### src/rtl/bank_biu_wr_sched.sv
// AXI3 write-path scheduler: gates AW on outstanding/queue/ID-busy limits, releases
// W in AW order, retires B per set/way, flags AR hazards and handles flush/drain.
module bank_biu_wr_sched #(
  parameter int ID_WIDTH = 8,
  parameter int MAX_OUTS = 8,
  parameter int WQ_DEPTH = 4,
  localparam int CW = $clog2(MAX_OUTS + 1),
  localparam int PW = $clog2(WQ_DEPTH)
) (
  input  logic                clk_i,
  input  logic                rst_i,
  input  logic                aw_valid_i,
  input  logic [5:0]          aw_id_i,
  output logic                aw_ready_o,
  output logic                axi_awvalid_o,
  input  logic                axi_awready_i,
  input  logic                sc_valid_i,
  input  logic [5:0]          sc_set_way_i,
  output logic                sc_ready_o,
  output logic                axi_wvalid_o,
  input  logic                axi_wready_i,
  input  logic                axi_bvalid_i,
  input  logic [ID_WIDTH-1:0] axi_bid_i,
  input  logic [1:0]          axi_bresp_i,
  output logic                axi_bready_o,
  input  logic [5:0]          ar_set_way_i,
  output logic                ar_hazard_o,
  input  logic                flush_req_i,
  output logic                flush_done_o,
  output logic [CW-1:0]       outs_cnt_o,
  output logic                err_o,
  output logic [1:0]          err_code_o,
  output logic [5:0]          err_id_o,
  input  logic                err_clr_i
);
  typedef enum logic [1:0] {RUN, DRAIN, FLUSHED} state_t;

  state_t        state, state_nxt;
  logic [63:0]   busy, busy_nxt;
  logic [CW-1:0] outs, outs_nxt;
  logic [5:0]    wq [WQ_DEPTH];
  logic [PW:0]   wr_ptr, rd_ptr, rd_ptr_nxt;
  logic          live;
  logic          wq_empty, wq_full, aw_ok, aw_fire, w_fire, b_fire, b_hit;
  logic [5:0]    wq_head, bsw;
  logic          new_err;
  logic [1:0]    new_code;
  logic [5:0]    new_id;
  logic          unused_bid;

  assign unused_bid = ^axi_bid_i[ID_WIDTH-1:6];

  assign wq_empty = (wr_ptr == rd_ptr);
  assign wq_full  = (wr_ptr[PW] != rd_ptr[PW]) && (wr_ptr[PW-1:0] == rd_ptr[PW-1:0]);
  assign wq_head  = wq[rd_ptr[PW-1:0]];

  // live gates the bus-facing handshakes so everything reads 0 while in reset
  assign aw_ok         = live && (state == RUN) && (int'(outs) < MAX_OUTS) && !wq_full && !busy[aw_id_i];
  assign axi_awvalid_o = aw_valid_i & aw_ok;
  assign aw_fire       = axi_awvalid_o & axi_awready_i;
  assign aw_ready_o    = aw_fire;

  assign axi_wvalid_o = sc_valid_i & ~wq_empty;
  assign sc_ready_o   = axi_wready_i & ~wq_empty;
  assign w_fire       = axi_wvalid_o & axi_wready_i;

  assign axi_bready_o = live;
  assign bsw          = axi_bid_i[5:0];
  assign b_fire       = axi_bvalid_i & live;
  assign b_hit        = b_fire & busy[bsw];

  assign ar_hazard_o  = busy[ar_set_way_i];
  assign flush_done_o = (state == FLUSHED);
  assign outs_cnt_o   = outs;

  always_comb begin
    busy_nxt = busy;
    if (aw_fire) busy_nxt[aw_id_i] = 1'b1;
    if (b_hit)   busy_nxt[bsw]     = 1'b0;
    outs_nxt   = outs + CW'(aw_fire) - CW'(b_hit);
    rd_ptr_nxt = rd_ptr + (PW+1)'(w_fire);
  end

  // W mismatch outranks a same-cycle B error
  always_comb begin
    new_err  = 1'b0;
    new_code = 2'b00;
    new_id   = 6'd0;
    if (b_fire && !busy[bsw]) begin
      new_err = 1'b1; new_code = 2'b10; new_id = bsw;
    end else if (b_hit && axi_bresp_i != 2'b00) begin
      new_err = 1'b1; new_code = 2'b01; new_id = bsw;
    end
    if (w_fire && sc_set_way_i != wq_head) begin
      new_err = 1'b1; new_code = 2'b11; new_id = sc_set_way_i;
    end
  end

  // drain completion looks at next-cycle counts so FLUSHED follows the last B directly
  always_comb begin
    state_nxt = state;
    case (state)
      RUN:     if (flush_req_i) state_nxt = DRAIN;
      DRAIN:   if (outs_nxt == '0 && wr_ptr == rd_ptr_nxt) state_nxt = FLUSHED;
      FLUSHED: if (!flush_req_i) state_nxt = RUN;
      default: state_nxt = RUN;
    endcase
  end

  always_ff @(posedge clk_i or negedge rst_i) begin
    if (!rst_i) begin
      state  <= RUN;
      busy   <= '0;
      outs   <= '0;
      wr_ptr <= '0;
      rd_ptr <= '0;
      live   <= 1'b0;
      for (int i = 0; i < WQ_DEPTH; i++) wq[i] <= '0;
    end else begin
      state  <= state_nxt;
      busy   <= busy_nxt;
      outs   <= outs_nxt;
      rd_ptr <= rd_ptr_nxt;
      live   <= 1'b1;
      if (aw_fire) begin
        wq[wr_ptr[PW-1:0]] <= aw_id_i;
        wr_ptr             <= wr_ptr + 1'b1;
      end
    end
  end

  always_ff @(posedge clk_i or negedge rst_i) begin
    if (!rst_i) begin
      err_o      <= 1'b0;
      err_code_o <= 2'b00;
      err_id_o   <= 6'd0;
    end else if (new_err && (!err_o || err_clr_i)) begin
      err_o      <= 1'b1;
      err_code_o <= new_code;
      err_id_o   <= new_id;
    end else if (err_clr_i) begin
      err_o      <= 1'b0;
      err_code_o <= 2'b00;
      err_id_o   <= 6'd0;
    end
  end
endmodule

### config.mk
export PLATFORM = sky130hd
export DESIGN_NAME = bank_biu_wr_sched
export DESIGN_NICKNAME = d
export VERILOG_FILES = /design/src/rtl/bank_biu_wr_sched.sv
export SDC_FILE = /design/constraint.sdc
export NUM_CORES = 1
export LEC_CHECK = 0
export CORE_AREA = 2 2 126 128
export CTS_BUF_LIST = sky130_fd_sc_hd__clkbuf_8
export DETAILED_ROUTE_END_ITERATION = 12
export DIE_AREA = 0 0 128 130
export MAX_ROUTING_LAYER = met4
export PLACE_DENSITY = 0.71
export SLEW_MARGIN = 20
export SYNTH_ARGS = -nofsm -noshare
export SYNTH_HDL_FRONTEND = slang
export SYNTH_SLANG_ARGS = --single-unit
export TNS_END_PERCENT = 1
### constraint.sdc
create_clock -name clk_i -period 3.1 [get_ports clk_i]
set_input_delay 0.31 -clock clk_i [delete_from_list [all_inputs] [get_ports clk_i]]
set_output_delay 0.31 -clock clk_i [all_outputs]
set_load 0.05 [all_outputs]
==> summary.md, run 1 <==
| Metric | Value |
|---|---|
| Post-synth top flop | `dfrtp_1` |
| Final WL | `22.1 mm` |
| Worst setup SP type | `input pin` |
| Clock Tree Buf Depth | `2` |
| # rows | `46` |
| Clock Latency Late Sink | `0.41 ns` |
| Synth Area in Simple Gates | `10.9%` |
| Clk_skew | `0.0162 ns` |
| Commonest non-fill, non-tap cell in the layout | `dfrtp_1` |
| ANT cells | `0` |
| Pwr Density | `489 nW/um^2` |
| Die Span X | `128 um` |
| Xor-xnor portion of the synthesized cell area | `2.35%` |
| # setup viols final | `1` |
| Setup crit start | `aw_id_i[0]` |
| Number of remaining DRC errors | `0` |
| Crit-path cells | `dlygate4sd2_1 -> bufbuf_16 -> buf_12 -> buf_4 -> and3b_1 -> a31oi_1 -> o22ai_1 -> a22oi_2 -> and2_4 -> and3_4 -> ha_4 -> inv_1 -> fa_1 -> xnor2_1 -> nor2_1 -> nor4b_2 -> a22o_1` |
| Final WS setup | `-0.0167 ns` |
| Max FO, Critical Path | `14` |
| Worst Setup End Kind | `flip-flop` |
| Final weighted congestion in routability-driven placement | `0.976` |
| Yosys top cell by area | `dfrtp_1` |
| RSZ-0062 raised after global routing | `true` |
| Worst vdd ir | `283 uV` |
| Core area | `15,400 um^2` |
| Fin crit share | `101%` |
| # port buffers | `54` |
| Yosys warns | `0` |
| Final Hold Vio Count | `0` |
| Gr ovfl total | `0` |
| Total vias in the final route | `6,071` |
| Yosys cell types | `62` |
| CTS buffer count | `9` |
| Drt pass-1 iters | `6` |
| WP buf/inv | `5` |
| CTS clock-pin slew for the worst setup and hold paths | `0.12 ns` |
| Per-cell routed wire length | `23.8 um` |
| Root Driver | `clkbuf_8` |
| Cell area after synthesis | `6710 um^2` |
| Synth top area share | `41.0%` |
| Sequential share of the synthesized area | `41.0%` |
| RR Startpoint | `busy[50]` |
| Worst EP required | `3.41 ns` |
| Largest net degree at the start of global routing | `57` |
| Top post-synthesis cells by area | `dfrtp_1 41%, mux4_2 11%, a21oi_1 8.0%` |
| Layout Area Growth over Synthesis | `27.0%` |
| Sink Count | `110` |
| Antenna viol nets, final | `0` |
| Slew @ Worst Pin | `1.20 ns` |
| Vias in the first global route | `5,849` |
| CTS tree | `built` |
| Layout cells sized above 1 | `27.7%` |
| First DRT Iteration DRCs | `944` |
| Max-cap violations | `0` |
| Initial antenna violation count | `0` |
| CP peak stage delay | `0.39 ns` |
| Count of flip-flops with a built-in enable after synthesis | `0` |
| Vias per Instance | `6.52` |
| Share of the core filled with cells | `55.3%` |
| Synth Register Bits | `110` |
| Total Routing Usage GR | `28.1%` |
| # IOs | `57` |
| Fmax | `321 MHz` |
| Largest delay contributor family on the critical path | `buffers and inverters` |
| Slew margin rel. | `19.9%` |
| Largest family of logic cells by synthesized area | `multiplexers` |
| Commonest non-fill, non-tap cells in the layout | `110 x dfrtp_1, 107 x a21oi_1, 87 x buf_4` |
| First-pass GRT wire length | `34.1 mm` |
| Async S/R FF share, synth | `100%` |
| Cell count after synthesis | `603` |
| Syn nets | `651` |
| Final net count | `782` |
| Fraction of the mapped netlist area in adder cells | `2.16%` |
| Initial Utilization | `43.5%` |
| Synthesized area per cell | `11.1 um^2` |
| Hold_sp | `state[1]` |
| DIE HEIGHT | `130 um` |
| Violated checks | `setup timing` |
| Setup CP Type | `input pin to flip-flop` |
| DP Worst Slack | `-0.601 ns` |
| Mux cell area share after synthesis | `23.6%` |
| DPL Wire Length | `15.8 mm` |
| Static leakage | `0.00385 uW` |
| Die Area | `16,600 um^2` |
| Synth Area in Compound Gates | `16.1%` |
| Status | `finished, violations left` |
| Fin crit period | `3.12 ns` |
| Hold Crit Class | `flip-flop to flip-flop` |
| H-tree depth | `3` |
| Crit path DAT | `3.43 ns` |
| CP max stage cell | `fa_1` |
| Final Slew Violations | `0` |
-- layout make-up --
type	count	area, um^2
clock inverter	7	78.8
timing repair buffer	154	1490
sequential	110	2750
clock buffer	9	124
tap	192	240
inverter	22	82.6
fill	1281	6900
multi-input combinational	437	3760
-- metrics by stage --
| stage | cells | hold WS, ns | area [um^2] | power (uW) | TNS [ns] |
|---|---|---|---|---|---|
| floorplan | 603 | 0.0144 | 6740 | 2720 | -0.415 |
| global placement | 902 | 0.392 | 8150 | 3220 | -7.16 |
| detailed placement | 902 | 0.405 | 8150 | 3290 | -9.07 |
| CTS | 930 | 0.454 | 8510 | 4180 | -0.0307 |
| global route | 931 | 0.486 | 8520 | 4350 | -0.242 |
| finish | 931 | 0.460 | 8520 | 4170 | -0.0167 |
-- cells by family after synthesis --
kind of cell | after synthesis
other | 1
XOR/XNOR | 18
AND/OR/NAND/NOR | 119
flip-flops | 110
adder cells (fa/ha/maj) | 11
AO/OA/AOI/OAI | 178
buffers and inverters | 56
multiplexers | 110
-- power breakdown --
| group | leakage, uW | internal, uW | total (uW) | switching (uW) |
|---|---|---|---|---|
| clock | 0.0000950 | 318 | 880 | 562 |
| sequential | 0.00149 | 1600 | 1750 | 148 |
| combinational | 0.00226 | 663 | 1540 | 877 |
-- cells in the mapped netlist, types with 7 or more instances --
cell type	n
dfrtp_1	110
a21oi_1	107
mux2i_1	43
mux4_2	33
nor2_1	31
mux2_2	30
inv_1	22
clkbuf_1	16
a22oi_1	14
nor3_1	12
xnor2_1	12
a31oi_1	11
ha_1	10
nand2_1	9
a2bb2oi_1	8
nand2b_1	8
nand3_1	8
buf_2	7
o22ai_1	7
-- worst paths after layout --
kind / end / slack (ns) / cells after the start
min in group asynchronous: wq[13] / 0.48 / 2
min: state[0] / 0.46 / 1
max reg2reg: state[1] / 0.01 / 12
max in group asynchronous: busy[62] / 1.83 / 3
max: state[1] / -0.02 / 17
min reg2reg: state[0] / 0.46 / 1
-- sequential cells by signal, indices dropped and copies added, names as in the netlist --
name	flops
state	2
busy	64
wq	24
wr_ptr	3
err_o	1
rd_ptr	3
err_id_o	6
outs_cnt_o	4
axi_bready_o	1
err_code_o	2
-- metal layers --
metal / up-vias / share of wire, % / track usage, %
li1: 2578 / - / -
met1: 3022 / 40 / 36.6
met2: 376 / 46 / 42.8
met3: 95 / 8.9 / 5.13
met4: 0 / 5.0 / 13.7
met5: - / 0 / -
-- timing repair --
| item | 4_1_cts | 5_1_grt |
|---|---|---|
| pin swaps | 12 | 4 |
| cloned | 2 | 0 |
| hold buffers | 1 | 0 |
| endpoints found under the setup margin | 3 | 3 |
| endpoints found under the hold margin | 54 | 0 |
| resized for setup | 11 | 2 |
| setup buffers | 9 | 1 |
No activity file was read; power rests on OpenSTA's default activity.
==> run 2, diff against run 1 <==
--- a/config.mk
+++ b/config.mk
@@ -7,6 +7,7 @@
 export LEC_CHECK = 0
 export CORE_AREA = 2 2 126 128
 export CTS_BUF_LIST = sky130_fd_sc_hd__clkbuf_8
+export CTS_CLUSTER_SIZE = 30
 export DETAILED_ROUTE_END_ITERATION = 12
 export DIE_AREA = 0 0 128 130
 export MAX_ROUTING_LAYER = met4
==> results of run 2 <==
Same layout as run 1: the final DEF is identical, and so are final timing and power.
==> run 3, diff against run 2 <==
--- a/config.mk
+++ b/config.mk
@@ -5,13 +5,13 @@
 export SDC_FILE = /design/constraint.sdc
 export NUM_CORES = 1
 export LEC_CHECK = 0
-export CORE_AREA = 2 2 126 128
+export CORE_AREA = 2 2 114 116
 export CTS_BUF_LIST = sky130_fd_sc_hd__clkbuf_8
 export CTS_CLUSTER_SIZE = 30
 export DETAILED_ROUTE_END_ITERATION = 12
-export DIE_AREA = 0 0 128 130
+export DIE_AREA = 0 0 116 118
 export MAX_ROUTING_LAYER = met4
-export PLACE_DENSITY = 0.71
+export PLACE_DENSITY = 0.83
 export SLEW_MARGIN = 20
 export SYNTH_ARGS = -nofsm -noshare
 export SYNTH_HDL_FRONTEND = slang
==> summary.md, run 3 (synthesized netlist as in run 1, its figures left out) <==
| Metric | Value |
|---|---|
| Worst vdd ir | `505 uV (+78%)` |
| Cts hold-fix bufs | `0 (-1)` |
| Largest net degree at the start of global routing | `66 (+16%)` |
| # setup viols final | `14 (+13)` |
| WHS | `-0.0142 ns (-0.474 ns)` |
| # rows | `41 (-11%)` |
| First DRT Iteration DRCs | `736 (-22%)` |
| Max reg flops | `64 (unchanged)` |
| Gr ovfl total | `0 (unchanged)` |
| CTS tree | `built` |
| Final Hold Vio Count | `5 (+5)` |
| Number of remaining DRC errors | `0 (unchanged)` |
| ANT cells | `0 (unchanged)` |
| # port buffers | `54 (unchanged)` |
| Switching power | `1590 uW (about the same)` |
| Final weighted congestion in routability-driven placement | `1.18 (+21%)` |
| Fillers | `930 (-27%)` |
| Seq pwr share | `41.3% (-0.6 points)` |
| Max-cap violations | `0 (unchanged)` |
| Fin crit period | `3.22 ns (+0.104 ns)` |
| Commonest non-fill, non-tap cell in the layout | `dfrtp_1` |
| Fin crit share | `104% (+3.4 points)` |
| Root Driver | `clkbuf_8` |
| RR Startpoint | `busy[50]` |
| Vias in the first global route | `6,095 (+4.2%)` |
| Final Slew Violations | `0 (unchanged)` |
| Layout Area Growth over Synthesis | `28.0%` |
| Setup_tns | `-0.381 ns (-0.364 ns)` |
| Crit path DAT | `3.56 ns (+0.13 ns)` |
| Final net count | `793 (+1.4%)` |
| Status | `finished, violations left` |
| Layout cells sized above 1 | `30.7% (+3.0 points)` |
| Die Span X | `116 um (-9.4%)` |
| Initial Utilization | `54.1% (+11 points)` |
| DPL Wire Length | `16.4 mm (+4.0%)` |
| Core area | `12,400 um^2 (-20%)` |
| Clk_skew | `0.0163 ns (+0.0000942 ns)` |
| Slew @ Worst Pin | `1.04 ns (-0.154 ns)` |
| Vias per Instance | `6.53 (about the same)` |
| H-tree depth | `3 (unchanged)` |
| CTS clock-pin slew for the worst setup and hold paths | `0.11 ns (about the same)` |
| Max FO, Critical Path | `4 (-10)` |
| Slew margin rel. | `30.2% (+10 points)` |
| Final instance area | `8590 um^2 (+0.75%)` |
| Worst EP required | `3.44 ns (+0.03 ns)` |
| Sink Count | `110 (unchanged)` |
| Layout Cells excl Fill | `921 (-1.1%)` |
| Worst Setup End Kind | `flip-flop` |
| Clock power share | `21.0% (about the same)` |
| Internal power | `2650 uW (+2.7%)` |
| Top flop regs | `busy (64), wq (24), err_id_o (6)` |
| Antenna viol nets, final | `0 (unchanged)` |
| FF/Latch Area | `2750 um^2 (unchanged)` |
| Final WL | `22.2 mm (+0.35%)` |
| Violated checks | `hold timing, setup timing` |
| Total vias in the final route | `6,011 (-0.99%)` |
| Sw Ratio | `37.4% (-0.64 points)` |
| # IOs | `57 (unchanged)` |
| Final WS setup | `-0.121 ns (-0.104 ns)` |
| Per-cell routed wire length | `24.1 um (+1.4%)` |
| Combinational Power Share | `37.8% (+0.8 points)` |
| RSZ-0062 raised after global routing | `true` |
| Multi-input logic area | `3810 um^2 (+1.4%)` |
| Initial antenna violation count | `0 (unchanged)` |
| Commonest non-fill, non-tap cells in the layout | `110 x dfrtp_1, 107 x a21oi_1, 103 x buf_4` |
| Die Area | `13,700 um^2 (-18%)` |
| First-pass GRT wire length | `34.5 mm (+1.2%)` |
| Setup crit start | `busy[50]` |
| Hold Crit Class | `input pin to asynchronous set/reset pin` |
| Pwr Density | `493 nW/um^2 (+0.91%)` |
| Placed Instances | `886 (-1.8%)` |
| Clock Tree Buf Depth | `2 (unchanged)` |
| Setup CP Type | `flip-flop to flip-flop` |
| Static leakage | `0.00389 uW (+1.2%)` |
| Total Routing Usage GR | `34.7% (+6.6 points)` |
| Fmax | `310 MHz (-3.2%)` |
| Largest register by flop count | `busy` |
| Drt pass-1 iters | `9 (+3)` |
| Area after DPL | `8110 um^2 (-0.55%)` |
| DIE HEIGHT | `118 um (-9.2%)` |
| Worst setup SP type | `flip-flop` |
| Clock Latency Late Sink | `0.40 ns (about the same)` |
| CTS buffer count | `9 (unchanged)` |
-- run 3: routing by layer --
layer	global-route usage [%]	routed length, um	vias up
li1	-	-	2596
met1	44.3	8750	2961
met2	51.4	10400	364
met3	10.3	2100	90
met4	15.0	971	0
met5	-	0	-
-- run 3: through the flow --
stage	setup slack, ns	hold WS (ns)	util (%)	total power (uW)
after floorplan	-0.215	0.0144	-	2720
after detailed placement	-0.645	0.444	65.3	3290
after CTS	-0.133	0.0152	68.7	4210
after global routing	-0.256	0.0548	69.2	4430
final	-0.121	-0.0142	69.2	4240
after global placement	-0.527	0.429	65.3	3210
-- run 3: timing repair --
action                                  in CTS  in global routing
gates resized for setup                     16                 13
pin swaps                                    7                  4
setup buffers                               17                  1
cloned                                       2                  0
endpoints found under the setup margin       3                 18
-- run 3: final timing paths --
check	end	slack, ns	cells after the start
setup / recovery	state[1]	-0.12	11
max in group asynchronous	busy[4]	2.36	2
setup reg to reg	state[1]	-0.12	11
hold / removal	wq[4]	-0.01	1
min in group clk_i	state[0]	0.46	1
hold reg to reg	state[0]	0.46	1
-- run 3: critical path, stage by stage (launching register included) --
cell and delay [ns]:
dfrtp_1 0.45, mux4_2 0.48, mux2_2 0.29, a22oi_2 0.17
a21boi_4 0.22, and3_4 0.22, ha_4 0.12, inv_1 0.05
fa_1 0.53, nand4b_1 0.17, nor4b_4 0.29, a22o_1 0.18
-- run 3: final cells by class --
cell class              count  area share (%)
multi-input cells         437            44.4
well taps                 172            2.51
inverters                  22            1.01
flip-flops and latches    110            32.1
clock inverters             6           0.801
repair buffers            165            17.8
clock buffers               9            1.44
-- run 3: power groups by stage --
stage | combinational, uW | clock, uW | sequential (uW)
after global routing | 1710 | 955 | 1770
after global placement | 1460 | 0 | 1750
final | 1600 | 888 | 1750
after detailed placement | 1520 | 0 | 1770
after floorplan | 772 | 0 | 1950
after CTS | 1570 | 893 | 1740
